`src/rtl/clk_en_synth.sv`:
```
// ---------------------------------------------------------------------------
// clk_en_synth
//
// Multi-channel fractional clock-enable synthesiser. Each channel runs an
// ACC_W-bit phase accumulator on REFERENCECLK. The accumulator carry becomes
// a one-cycle enable, so the average enable rate is F_clk * INC / 2^ACC_W.
// Increments can be reprogrammed at runtime. A new value takes effect only
// on an accumulator wrap, which keeps the pulse train glitch-free. Each
// channel also has its own lock flag and a bypass mode.
//
// Ports
//   REFERENCECLK  in   fabric clock, rising edge
//   RESET         in   asynchronous, active-high reset
//   CFG_VALID     in   config request
//   CFG_READY     out  config accept (combinational); low while the target
//                      channel already holds a pending config, or while
//                      RESET is high
//   CFG_CH        in   target channel; out-of-range values are accepted and
//                      ignored
//   CFG_INC       in   new increment
//   BYPASS        in   per-channel bypass (enable every cycle, lock forced)
//   EN_OUT        out  registered one-cycle enables
//   LOCK          out  registered per-channel lock
// ---------------------------------------------------------------------------
module clk_en_synth #(
  parameter int NUM_CH        = 2,
  parameter int ACC_W         = 16,
  parameter int DEFAULT_INC   = 13107,
  parameter int SETTLE_CYCLES = 16,
  localparam int CH_W         = (NUM_CH > 1) ? $clog2(NUM_CH) : 1
) (
  input  logic              REFERENCECLK,
  input  logic              RESET,
  input  logic              CFG_VALID,
  output logic              CFG_READY,
  input  logic [CH_W-1:0]   CFG_CH,
  input  logic [ACC_W-1:0]  CFG_INC,
  input  logic [NUM_CH-1:0] BYPASS,
  output logic [NUM_CH-1:0] EN_OUT,
  output logic [NUM_CH-1:0] LOCK
);

  localparam int SLOTS = 1 << CH_W;

  localparam logic [1:0] ST_IDLE     = 2'd0;
  localparam logic [1:0] ST_SETTLING = 2'd1;
  localparam logic [1:0] ST_LOCKED   = 2'd2;

  localparam logic [ACC_W-1:0] INC_RST   = ACC_W'(DEFAULT_INC);
  localparam logic [1:0]       ST_RST    = (DEFAULT_INC == 0) ? ST_IDLE : ST_SETTLING;
  localparam logic [7:0]       SETTLE_N  = 8'(SETTLE_CYCLES);

  logic [NUM_CH-1:0] pend_valid;
  logic [SLOTS-1:0]  pend_slots;
  logic [NUM_CH-1:0] accept;

  // Unused channel codes read as "not pending", so a config addressed to a
  // non-existent channel is accepted and simply dropped.
  assign pend_slots = SLOTS'(pend_valid);
  assign CFG_READY  = !RESET && !pend_slots[CFG_CH];

  for (genvar gi = 0; gi < NUM_CH; gi++) begin : g_ch
    logic [ACC_W-1:0] acc_q, acc_d;
    logic [ACC_W-1:0] inc_q, inc_d;
    logic [ACC_W-1:0] pend_q, pend_d;
    logic             pend_valid_q, pend_valid_d;
    logic [7:0]       settle_q, settle_d;
    logic [1:0]       state_q, state_d;
    logic             bypass_q, bypass_d;
    logic             en_q, en_d;
    logic             lock_q, lock_d;
    logic [ACC_W:0]   sum;
    logic             carry;
    logic             apply;

    assign accept[gi] = CFG_VALID && CFG_READY && (CFG_CH == CH_W'(gi));

    always_comb begin
      sum          = {1'b0, acc_q} + {1'b0, inc_q};
      carry        = sum[ACC_W];
      acc_d        = acc_q;
      inc_d        = inc_q;
      pend_d       = pend_q;
      settle_d     = settle_q;
      state_d      = state_q;
      bypass_d     = BYPASS[gi];
      en_d         = 1'b0;
      apply        = 1'b0;

      if (accept[gi]) begin
        pend_d = CFG_INC;
      end

      if (BYPASS[gi]) begin
        // Phase is frozen and any pending config waits for release.
        en_d = 1'b1;
      end else begin
        acc_d = sum[ACC_W-1:0];
        en_d  = carry;
        // A pending value is only ever visible here on an edge after the
        // one that accepted it. An idle channel (inc==0) never carries, so
        // it takes the new value straight away.
        apply = pend_valid_q && (carry || (inc_q == '0));
        if (apply) begin
          inc_d    = pend_q;
          settle_d = 8'd0;
          state_d  = (pend_q == '0) ? ST_IDLE : ST_SETTLING;
        end else if (bypass_q) begin
          // First edge after bypass release: lock must be re-earned.
          settle_d = 8'd0;
          state_d  = (inc_q == '0) ? ST_IDLE : ST_SETTLING;
        end else if ((state_q == ST_SETTLING) && carry) begin
          settle_d = settle_q + 8'd1;
          if (settle_d == SETTLE_N) begin
            state_d = ST_LOCKED;
          end
        end
      end

      // Acceptance needs pend_valid_q==0 and apply needs it ==1, so the two
      // never happen on the same edge.
      if (accept[gi]) begin
        pend_valid_d = 1'b1;
      end else if (apply) begin
        pend_valid_d = 1'b0;
      end else begin
        pend_valid_d = pend_valid_q;
      end

      lock_d = BYPASS[gi] || (state_d == ST_LOCKED);
    end

    always_ff @(posedge REFERENCECLK or posedge RESET) begin
      if (RESET) begin
        acc_q        <= '0;
        inc_q        <= INC_RST;
        pend_q       <= '0;
        pend_valid_q <= 1'b0;
        settle_q     <= 8'd0;
        state_q      <= ST_RST;
        bypass_q     <= 1'b0;
        en_q         <= 1'b0;
        lock_q       <= 1'b0;
      end else begin
        acc_q        <= acc_d;
        inc_q        <= inc_d;
        pend_q       <= pend_d;
        pend_valid_q <= pend_valid_d;
        settle_q     <= settle_d;
        state_q      <= state_d;
        bypass_q     <= bypass_d;
        en_q         <= en_d;
        lock_q       <= lock_d;
      end
    end

    assign pend_valid[gi] = pend_valid_q;
    assign EN_OUT[gi]     = en_q;
    assign LOCK[gi]       = lock_q;
  end

endmodule

```
`config.mk`:
```
export PLATFORM = sky130hd
export DESIGN_NAME = clk_en_synth
export DESIGN_NICKNAME = d
export VERILOG_FILES = /design/src/rtl/clk_en_synth.sv
export SDC_FILE = /design/constraint.sdc
export NUM_CORES = 1
export LEC_CHECK = 0
export CORE_MARGIN = 2
export CORE_UTILIZATION = 55
export CTS_BUF_LIST = sky130_fd_sc_hd__clkbuf_16
export DETAILED_ROUTE_END_ITERATION = 8
export GPL_TIMING_DRIVEN = 0
export PLACE_DENSITY = 0.76
export SLEW_MARGIN = 10
export SYNTH_ARGS = -nofsm -noshare
export SYNTH_HDL_FRONTEND = slang
export SYNTH_SLANG_ARGS = --single-unit
```
`constraint.sdc`:
```
create_clock -name REFERENCECLK -period 3.5 [get_ports REFERENCECLK]
set_input_delay 0.35 -clock REFERENCECLK [delete_from_list [all_inputs] [get_ports REFERENCECLK]]
set_output_delay 0.35 -clock REFERENCECLK [all_outputs]
set_load 0.02 [all_outputs]
```
==> qor.yml, run 1 <==
status:
  status: "completed"
global_route:
  grt_max_degree: 40
  grt_pass1_vias: 5087
  overflow: 0
  grt.total_usage_pct: 23.9
  grt_pass1_wl_mm: 24.3
  antenna_found_initial: 0
power:
  internal-power_mw: 4.60
  p_sw_mw: 2.61
  power_frac_comb_pct: 39.3
  swShare_pct: 36.3
  p_per_area_nw_per_um2: 931
  ir_drop_mv: 0.559
  clkPwrFrac_pct: 25.1
  seq_power_share_pct: 35.6
  power.leakage_nw: 3.38
placed_design:
  post-dp-hpwl_mm: 10.3
  port-buffer-count: 26
  place.gp.congestion: 0.926
  post_dp_cell_area_sq_um: 7140
clocking:
  cts_tree: "yes"
  cts_buffers: 17
  max-clock-path-buffers: 2
  clock_sinks: 124
  cts_hold_buf: 0
  cts_setup_buffers: 0
  clk_latency_ns: 0.41
  cts_max_level: 4
  post_cts_resized: 0
  root_buffer: "clkbuf_16"
  clk_pin_slew_ns: 0.06
timing:
  max_freq_ghz: 0.341
  fin_crit_sh_pct: 83.8
  fin_crit_ns: 2.93
  finalSetupViolations: 0
  hold_violations: 0
  final-max-slew-violation-count: 0
  rsz0062_at_grt: "no"
  worst_slew_pin_slew_ns: 0.713
  fin_worst_skew_ns: 0.00849
  tns_ns: 0
  slew_headroom_pct: 52.3
detailed_routing:
  wirelength_mm: 14.1
  vias_per_cell: 5.92
  wl_per_cell_microns: 17.1
  drt_iter0_drc: 297
  vias: 4876
  ant_nets: 0
  drc_errors: 0
  first_pass_iters: 4
worst_setup_path:
  cp_num_cells: 6
  crit_buf_inv: 5
  crit_required_ns: 3.15
  critical_path_class: "in -> out"
  cpPeakStageDelay_ns: 0.55
  worstSetupStartpoint: "RESET"
  cp_max_fo: 39
  arrival_ns: 2.58
  cp-end-kind: "output pin"
  reg2reg_slack_ns: 0.63
  worstReg2RegEnd: "g_ch[1].inc_q[7]$_DFFE_PP0P_"
  r2r-start: "g_ch[1].inc_q[0]$_DFFE_PP1P_"
  path_delay_family: "buffers and inverters"
  reg2reg_depth: 10
  slowest_stage: "clkdlybuf4s50_1"
  crit_chain: "clkdlybuf4s50_1 > clkinvlp_4 > buf_12 > buf_12 > o211a_1 > clkdlybuf4s50_1"
  startpoint_type: "input port"
  cp-endpoint: "CFG_READY"
layout:
  design_area_sq_um: 7750
  nFillCells: 925
  drive_above_1_share_pct: 20.7
  layout.nets: 722
  syn2layout_area_growth_pct: 16.8
  antenna_cells: 0
run:
  maxCapViolCount: 0
synthesis:
  synth_edf_count: 0
  synth_area_per_cell_sq_um: 10.8
  syn_nets: 674
  synth-seq-cells: 124
  yosys-top-cells-area: "dfrtp_1, mux2_2, dfstp_2, ha_1, o21ai_0"
  ys_dominant_reg_cell: "dfrtp_1"
  yosysWarnings: 0
  synth_top_area_cell: "dfrtp_1"
  syn_inst: 616
  seq_area_frac_synth_pct: 47.1
  synthArstFlopShare_pct: 100
  synth_top_area_share_pct: 40.0
  syn_area_sq_um: 6630
  yosysUniqueCellTypes: 58
floorplanning:
  rows: 40
  fp.dieW_microns: 114
  dieArea_sq_um: 12900
  initial_core_util_pct: 55.7
  design.core.area_sq_um: 11900
  io_pins: 27
  fp.dieH_microns: 114
min_path:
  min_path_type: "in -> async"
[sequential cells by signal, indices dropped and copies added (netlist names)]
register           flops
g_ch.acc_q            32
g_ch.state_q           4
g_ch.inc_q            32
g_ch.bypass_q          2
g_ch.settle_q         16
g_ch.en_q              2
g_ch.pend_valid_q      2
g_ch.lock_q            2
g_ch.pend_q           32
[layout by cell type (no fill, tap or decap), types with 12 or more instances in the layout]
cell type,count
nor4_1,17
dfrtp_1,106
inv_1,30
xor2_1,12
nand2_1,56
dfstp_2,18
a21oi_1,28
nor3_1,15
ha_1,34
clkdlybuf4s50_1,26
xnor2_1,15
nand3_1,18
o21ai_0,52
clkbuf_16,17
mux2_2,69
nor2_1,26
[through the flow]
stage               hold slack, ns  setup slack, ns  cells  power (mW)  util (%)
CTS                          0.322            0.513    824        7.22      65.0
finish                       0.316            0.568    824        7.21      65.0
floorplan                    0.381           0.0137    616        4.68         -
global placement             0.472            -1.18    789        5.18      59.4
detailed placement           0.484           0.0830    792        5.37      59.9
global route                 0.360            0.317    824        7.72      65.0
[synthesized netlist by cell type (9+ instances only)]
library cell,n
a21o_1,9
a21oi_1,28
clkbuf_1,9
dfrtp_1,106
dfstp_2,18
ha_1,34
inv_1,29
mux2_2,69
nand2_1,56
nand3_1,18
nor2_1,26
nor3_1,15
nor4_1,17
o21ai_0,52
xnor2_1,15
xor2_1,12
[area by class of cell]
cell class | instances | area [sq um] | area share, %
clock buffers | 17 | 425 | 5.49
flip-flops and latches | 124 | 3130 | 40.3
multi-input cells | 444 | 3280 | 42.4
inverters | 29 | 113 | 1.45
clock inverters | 15 | 181 | 2.34
well taps | 147 | 184 | 2.37
repair buffers | 29 | 320 | 4.14
plain buffers | 19 | 113 | 1.45
[worst min path at each step]
stage | slack [ns] | end | depth (start not counted) | from
5_1_grt | 0.36 | g_ch[0].acc_q[5]$_DFFE_PP0N_ | 2 | RESET
3_5_place_dp | 0.48 | g_ch[1].acc_q[14]$_DFFE_PP0N_ | 2 | g_ch[1].acc_q[14]$_DFFE_PP0N_
2_1_floorplan | 0.38 | g_ch[0].bypass_q$_DFF_PP0_ | 0 | BYPASS[0]
6_report | 0.32 | g_ch[0].acc_q[6]$_DFFE_PP0N_ | 2 | RESET
3_3_place_gp | 0.47 | g_ch[1].acc_q[14]$_DFFE_PP0N_ | 2 | g_ch[1].acc_q[14]$_DFFE_PP0N_
4_1_cts | 0.32 | g_ch[0].acc_q[6]$_DFFE_PP0N_ | 2 | RESET
[power groups by stage]
stage / clock network (mW) / logic, mW / registers, mW
6_report: 1.81 / 2.84 / 2.56
5_1_grt: 1.90 / 3.18 / 2.65
4_1_cts: 1.83 / 2.83 / 2.56
3_5_place_dp: 0 / 2.80 / 2.57
3_3_place_gp: 0 / 2.64 / 2.54
2_1_floorplan: 0 / 2.29 / 2.39
[cell families after synthesis]
logic type	Yosys count	share of synthesized area, %
compound gates	151	15.3
fa+ha+maj	36	7.02
simple gates	160	11.8
mux	70	11.9
flops	124	47.1
buf+inv	48	3.32
xor+xnor	27	3.57
[worst register-to-register path, delay by kind of cell, from the launching register on]
family | cells | cell delay (ns)
fa+ha+maj | 2 | 0.43
flops | 1 | 0.54
mux | 1 | 0.35
simple gates | 1 | 0.33
buf+inv | 1 | 0.21
compound gates | 5 | 0.89
[layer usage]
layer	share of wire (%)	wire, microns	GRT usage [%]	up-vias
met4	0.99	139	7.40	0
met1	43	6050	28.7	2424
met5	0	0	0	-
li1	-	-	-	2361
met2	53	7500	42.6	78
met3	3.0	423	5.84	13
Power figures use the tool's default switching activity.
==> run 2: changes to the inputs <==
- clock period: 3.5 -> 2.59 ns (I/O delays scaled with it)
==> run 2 against run 1 <==
Against the previous run: routed wire length grew 6.0%; cell area grew 4.1%; combinational power grew 51%; worst hold slack gained 0.0040 ns.
==> qor.yml, run 2 (synthesis gave the netlist of run 1 again) <==
worst_setup_path:
  r2r-start: "g_ch[0].acc_q[0]$_DFFE_PP0N_"
  cp-end-kind: "register"
  critical_path_class: "reg -> reg"
  reg2reg_depth: 10  # unchanged
  arrival_ns: 2.85  # +0.27 ns
  reg2reg_slack_ns: 0.03  # -0.60 ns
  worstReg2RegEnd: "g_ch[0].settle_q[1]$_DFFE_PP0P_"
  startpoint_type: "register"
  crit_required_ns: 2.88  # -0.27 ns
  cp_max_fo: 7  # -82%
detailed_routing:
  drt_iter0_drc: 262  # -12%
  vias_per_cell: 5.82  # -1.6%
  ant_nets: 0  # unchanged
  drc_errors: 0  # unchanged
  wirelength_mm: 15.0  # +6.0%
  vias: 4924  # +0.98%
  wl_per_cell_microns: 17.7  # +3.2%
  first_pass_iters: 4  # unchanged
global_route:
  grt.total_usage_pct: 24.4  # +0.51 points
  grt_max_degree: 41  # +2.5%
  antenna_found_initial: 0  # unchanged
  grt_pass1_vias: 4952  # -2.7%
  overflow: 0  # unchanged
  grt_pass1_wl_mm: 24.7  # +1.4%
layout:
  reg_top3: "g_ch.acc_q: 32 flops, g_ch.inc_q: 32 flops, g_ch.pend_q: 32 flops"
  antenna_cells: 0  # unchanged
  layout.nets: 744  # +3.0%
  mostFrequentLayoutCells: "dfrtp_1, mux2_2, nand2_1"
  design_area_sq_um: 8060  # +4.1%
  layout_commonest_cell: "dfrtp_1"
  drive_above_1_share_pct: 26.3  # +5.6 points
  postLayoutCoreUtil_pct: 67.7  # +2.6 points
  final_cell_count_no_fill: 846  # +2.7%
  syn2layout_area_growth_pct: 21.6
timing:
  final-max-slew-violation-count: 0  # unchanged
  timing.hold.ws_ns: 0.320  # +0.00401 ns
  worst_slew_pin_slew_ns: 0.600  # -0.113 ns
  rsz0062_at_grt: "yes"
  max_freq_ghz: 0.390
  slew_headroom_pct: 60.0  # +7.7 points
  fin_worst_skew_ns: 0.00863  # +0.000138 ns
  tns_ns: 0  # unchanged
  fin_crit_sh_pct: 99.0
  hold_violations: 0  # unchanged
  finalSetupViolations: 0  # unchanged
  fin_crit_ns: 2.56
floorplanning:
  rows: 40  # unchanged
  initial_core_util_pct: 55.7  # unchanged
  fp.dieW_microns: 114  # unchanged
  dieArea_sq_um: 12900  # unchanged
  io_pins: 27  # unchanged
  fp.dieH_microns: 114  # unchanged
  design.core.area_sq_um: 11900  # unchanged
placed_design:
  post_dp_cell_area_sq_um: 7160  # +0.30%
  dp.cells: 792  # unchanged
  post-dp-hpwl_mm: 10.3  # +0.57%
  place.gp.congestion: 0.866  # -6.5%
  port-buffer-count: 26  # unchanged
clocking:
  clk_pin_slew_ns: 0.06  # about the same
  clk_latency_ns: 0.41  # about the same
  clock_sinks: 124  # unchanged
  cts_tree: "yes"
  cts_buffers: 17  # unchanged
  cts_max_level: 4  # unchanged
  cts_hold_buf: 0  # unchanged
  max-clock-path-buffers: 2  # unchanged
  root_buffer: "clkbuf_16"
run:
  maxCapViolCount: 0  # unchanged
power:
  p_per_area_nw_per_um2: 1240  # +33%
  power.leakage_nw: 3.50  # +3.6%
  ir_drop_mv: 0.751  # +34%
min_path:
  min_path_type: "in -> async"
status:
  status: "completed"
==> run 2: timing repair <==
item / in CTS / in global routing
pin swaps: 10 / 28
resized for setup: 15 / 22
buffers inserted: 10 / 10
gates cloned: 2 / 0
setup endpoints to repair: 60 / 47
==> run 2: how the worst max path moves through the flow <==
stage | start | to | slack (ns) | depth (start not counted)
2_1_floorplan | RESET | g_ch[1].pend_q[0]$_DFFE_PP0P_ | -0.70 | 6
3_3_place_gp | RESET | g_ch[1].pend_q[6]$_DFFE_PP0P_ | -1.84 | 7
3_5_place_dp | RESET | g_ch[0].pend_q[14]$_DFFE_PP0P_ | -0.47 | 9
4_1_cts | g_ch[0].acc_q[0]$_DFFE_PP0N_ | g_ch[0].inc_q[0]$_DFFE_PP1P_ | 0.002 | 10
5_1_grt | g_ch[0].acc_q[0]$_DFFE_PP0N_ | g_ch[0].settle_q[1]$_DFFE_PP0P_ | -0.09 | 10
6_report | g_ch[0].acc_q[0]$_DFFE_PP0N_ | g_ch[0].settle_q[1]$_DFFE_PP0P_ | 0.03 | 10
==> run 2: routing by layer <==
| layer | track usage, % | share of wire (%) | vias up |
|---|---|---|---|
| met4 | 6.59 | 1.1 | 0 |
| met5 | 0 | 0 | - |
| met1 | 30.0 | 42 | 2411 |
| met2 | 43.0 | 53 | 91 |
| li1 | - | - | 2410 |
| met3 | 6.16 | 3.3 | 12 |
==> run 2: through the flow <==
| stage | power [mW] | setup slack, ns |
|---|---|---|
| CTS | 9.68 | 0.00231 |
| detailed placement | 7.24 | -0.475 |
| finish | 9.99 | 0.0263 |
| global route | 10.7 | -0.0929 |
| global placement | 7.02 | -1.84 |
| floorplan | 6.33 | -0.695 |
==> run 2: cell type report <==
cell class              instances  area (sq um)
fillers                       893          3850
multi-input cells             444          3450
flip-flops and latches        124          3130
repair buffers                 50           498
clock buffers                  17           425
well taps                     147           184
plain buffers                  19           135
clock inverters                15           129
inverters                      29           113
repair inverters                1          5.00
==> run 2: report_power, final <==
| group | internal (mW) | total [mW] | switching [mW] |
|---|---|---|---|
| combinational | 2.09 | 4.30 | 2.21 |
| clock | 1.32 | 2.20 | 0.883 |
| sequential | 2.81 | 3.50 | 0.683 |
| total | 6.22 | 9.99 | 3.77 |
==> run 2: critical path, cell delays in order (launching register included) <==
cell,delay (ns)
dfrtp_1,0.40
ha_4,0.17
fa_2,0.35
a211oi_2,0.24
o211ai_1,0.19
a21oi_2,0.20
buf_4,0.15
nor2_4,0.04
a41oi_4,0.34
nor3_4,0.12
a32o_1,0.26
==> run 3: changes to the inputs <==
- MAX_ROUTING_LAYER: not set -> met4
==> run 3 against run 2 <==
Against the previous run: routed wire length shrank 1.3%; via count rose by 1.5%; cell area fell by 1.2%; clock power about the same; core utilization down 0.83 points; combinational power shrank 3%; global-route usage increased by 0.82 points; fmax grew 1.1%; worst hold slack worse by 0.017 ns; total power fell by 0.91%; setup slack better by 0.028 ns; sequential power barely moved; largest cell class unchanged; highest routed layer unchanged.
==> qor.yml, run 3 (synthesis gave the netlist of run 1 again) <==
detailed_routing:
  vias_per_cell: 5.95  # +2.1%
  vias: 5000  # +1.5%
  first_pass_iters: 4  # unchanged
  drc_errors: 0  # unchanged
  wirelength_mm: 14.8  # -1.3%
  ant_nets: 0  # unchanged
  drt_iter0_drc: 261  # -0.38%
  wl_per_cell_microns: 17.5  # -0.74%
global_route:
  grt_pass1_wl_mm: 24.6  # -0.45%
  overflow: 0  # unchanged
  grt.total_usage_pct: 25.2  # +0.82 points
  grt_pass1_vias: 5014  # +1.3%
  antenna_found_initial: 0  # unchanged
  grt_max_degree: 40  # -2.4%
power:
  ir_drop_mv: 0.608  # -19%
  swShare_pct: 38.6  # +0.85 points
  power.leakage_nw: 3.45  # -1.5%
  clkPwrFrac_pct: 22.4  # +0.4 points
  p_sw_mw: 3.82  # +1.3%
  p_per_area_nw_per_um2: 1240  # +0.32%
  seq_power_share_pct: 35.3  # +0.3 points
  internal-power_mw: 6.08  # -2.3%
  power_frac_comb_pct: 42.3  # -0.7 points
layout:
  syn2layout_area_growth_pct: 20.1
  nFillCells: 884  # -1.0%
  layout.nets: 739  # -0.67%
  final_cell_count_no_fill: 841  # -0.59%
  drive_above_1_share_pct: 25.4  # -0.96 points
  design_area_sq_um: 7960  # -1.2%
  postLayoutCoreUtil_pct: 66.8  # -0.83 points
  mostFrequentLayoutCells: "dfrtp_1, mux2_2, nand2_1"
  antenna_cells: 0  # unchanged
  layout_commonest_cell: "dfrtp_1"
  reg_top3: "g_ch.acc_q: 32 flops, g_ch.inc_q: 32 flops, g_ch.pend_q: 32 flops"
worst_setup_path:
  slowest_stage: "dfstp_2"
  reg2reg_slack_ns: 0.05  # +0.03 ns
  critical_path_class: "reg -> reg"
  arrival_ns: 2.84  # about the same
  cp_max_fo: 5  # -2
  crit_required_ns: 2.89  # about the same
  startpoint_type: "register"
  r2r-start: "g_ch[1].inc_q[0]$_DFFE_PP1P_"
  crit_top_cell: "o21ai_4"
  worstReg2RegEnd: "g_ch[1].inc_q[6]$_DFFE_PP0P_"
  reg2reg_depth: 10  # unchanged
  crit_chain: "ha_4 > fa_2 > a21oi_2 > o21ai_2 > o21ai_4 > a21oi_4 > o21ai_4 > nor3_4 > buf_6 > mux2_2"
  cpPeakStageDelay_ns: 0.57  # +0.17 ns
  cp-end-kind: "register"
floorplanning:
  io_pins: 27  # unchanged
  initial_core_util_pct: 55.7  # unchanged
  design.core.area_sq_um: 11900  # unchanged
  dieArea_sq_um: 12900  # unchanged
  fp.dieH_microns: 114  # unchanged
  fp.dieW_microns: 114  # unchanged
  rows: 40  # unchanged
min_path:
  min_path_type: "in -> async"
timing:
  fin_worst_skew_ns: 0.00742  # -0.00121 ns
  slew_headroom_pct: 62.5  # +2.5 points
  max_freq_ghz: 0.394  # +1.1%
  finalSetupViolations: 0  # unchanged
  fin_crit_sh_pct: 97.9  # -1.1 points
  final-max-slew-violation-count: 0  # unchanged
  fin_crit_ns: 2.54  # -0.0283 ns
  worst_slew_pin_slew_ns: 0.559  # -0.0413 ns
  hold_violations: 0  # unchanged
  rsz0062_at_grt: "yes"
clocking:
  max-clock-path-buffers: 2  # unchanged
  clk_pin_slew_ns: 0.06  # about the same
  clock_sinks: 124  # unchanged
  cts_max_level: 4  # unchanged
  root_buffer: "clkbuf_16"
  cts_tree: "yes"
  clk_latency_ns: 0.42  # about the same
  cts_buffers: 17  # unchanged
placed_design:
  port-buffer-count: 26  # unchanged
  post-dp-hpwl_mm: 10.4  # +1.2%
  post_dp_cell_area_sq_um: 7160  # unchanged
  dp.cells: 792  # unchanged
  place.gp.congestion: 0.864  # -0.24%
run:
  maxCapViolCount: 0  # unchanged
status:
  status: "completed"
run 3: repair_timing:
action | in CTS | in global routing
gates cloned | 2 | 0
endpoints found under the setup margin | 51 | 55
pin swaps | 12 | 16
buffers inserted | 6 | 10
hold buffers | 0 | 0
resized for setup | 15 | 11
run 3: power groups by stage:
| stage | clock network [mW] | logic, mW | registers, mW |
|---|---|---|---|
| 5_1_grt | 2.36 | 4.60 | 3.60 |
| 2_1_floorplan | 0 | 3.09 | 3.24 |
| 3_3_place_gp | 0 | 3.58 | 3.43 |
| 6_report | 2.22 | 4.19 | 3.49 |
| 3_5_place_dp | 0 | 3.78 | 3.48 |
| 4_1_cts | 2.25 | 3.97 | 3.48 |
run 3: layer usage:
metal	vias to the layer above	GRT usage, %	part of all wire [%]
met5	-	-	0
met3	31	6.70	3.2
met4	0	8.46	2.0
met1	2504	29.2	42
li1	2385	-	-
met2	80	42.9	53
run 3: critical path: cells and delay by family, from the launching register on:
family                   cells  cell delay [ns]
adder cells (fa/ha/maj)      2             0.35
AND/OR/NAND/NOR              1             0.27
flip-flops                   1             0.57
multiplexers                 1             0.34
AO/OA/AOI/OAI                5             0.71
buffers and inverters        1             0.18
run 3: area by class of cell:
cell class	count	area, sq um	area share (%)
Timing Repair Buffer	46	459	5.77
Multi-Input combinational cell	444	3400	42.7
Clock buffer	17	425	5.34
Tap cell	147	184	2.31
Inverter	29	113	1.41
Timing Repair inverter	1	5.00	0.0629
Clock inverter	15	128	1.60
Sequential cell	124	3130	39.3
Buffer	18	120	1.51
run 3: worst max path at each step:
stage	from	to
CTS	g_ch[1].inc_q[0]$_DFFE_PP1P_	g_ch[1].inc_q[6]$_DFFE_PP0P_
finish	g_ch[1].inc_q[0]$_DFFE_PP1P_	g_ch[1].inc_q[6]$_DFFE_PP0P_
detailed placement	g_ch[1].inc_q[0]$_DFFE_PP1P_	g_ch[1].inc_q[6]$_DFFE_PP0P_
floorplan	RESET	g_ch[1].pend_q[0]$_DFFE_PP0P_
global route	g_ch[1].inc_q[0]$_DFFE_PP1P_	g_ch[1].inc_q[6]$_DFFE_PP0P_
global placement	RESET	g_ch[1].pend_q[6]$_DFFE_PP0P_
run 3: metrics by stage:
step | setup WS [ns] | power (mW) | TNS [ns] | hold WS, ns
floorplan | -0.695 | 6.33 | -19.73 | 0.290
global placement | -1.85 | 7.02 | -95.30 | 0.472
detailed placement | -0.224 | 7.26 | -8.22 | 0.479
CTS | 0.0167 | 9.70 | 0 | 0.271
global route | -0.0613 | 10.6 | -0.477 | 0.310
finish | 0.0546 | 9.90 | 0 | 0.303
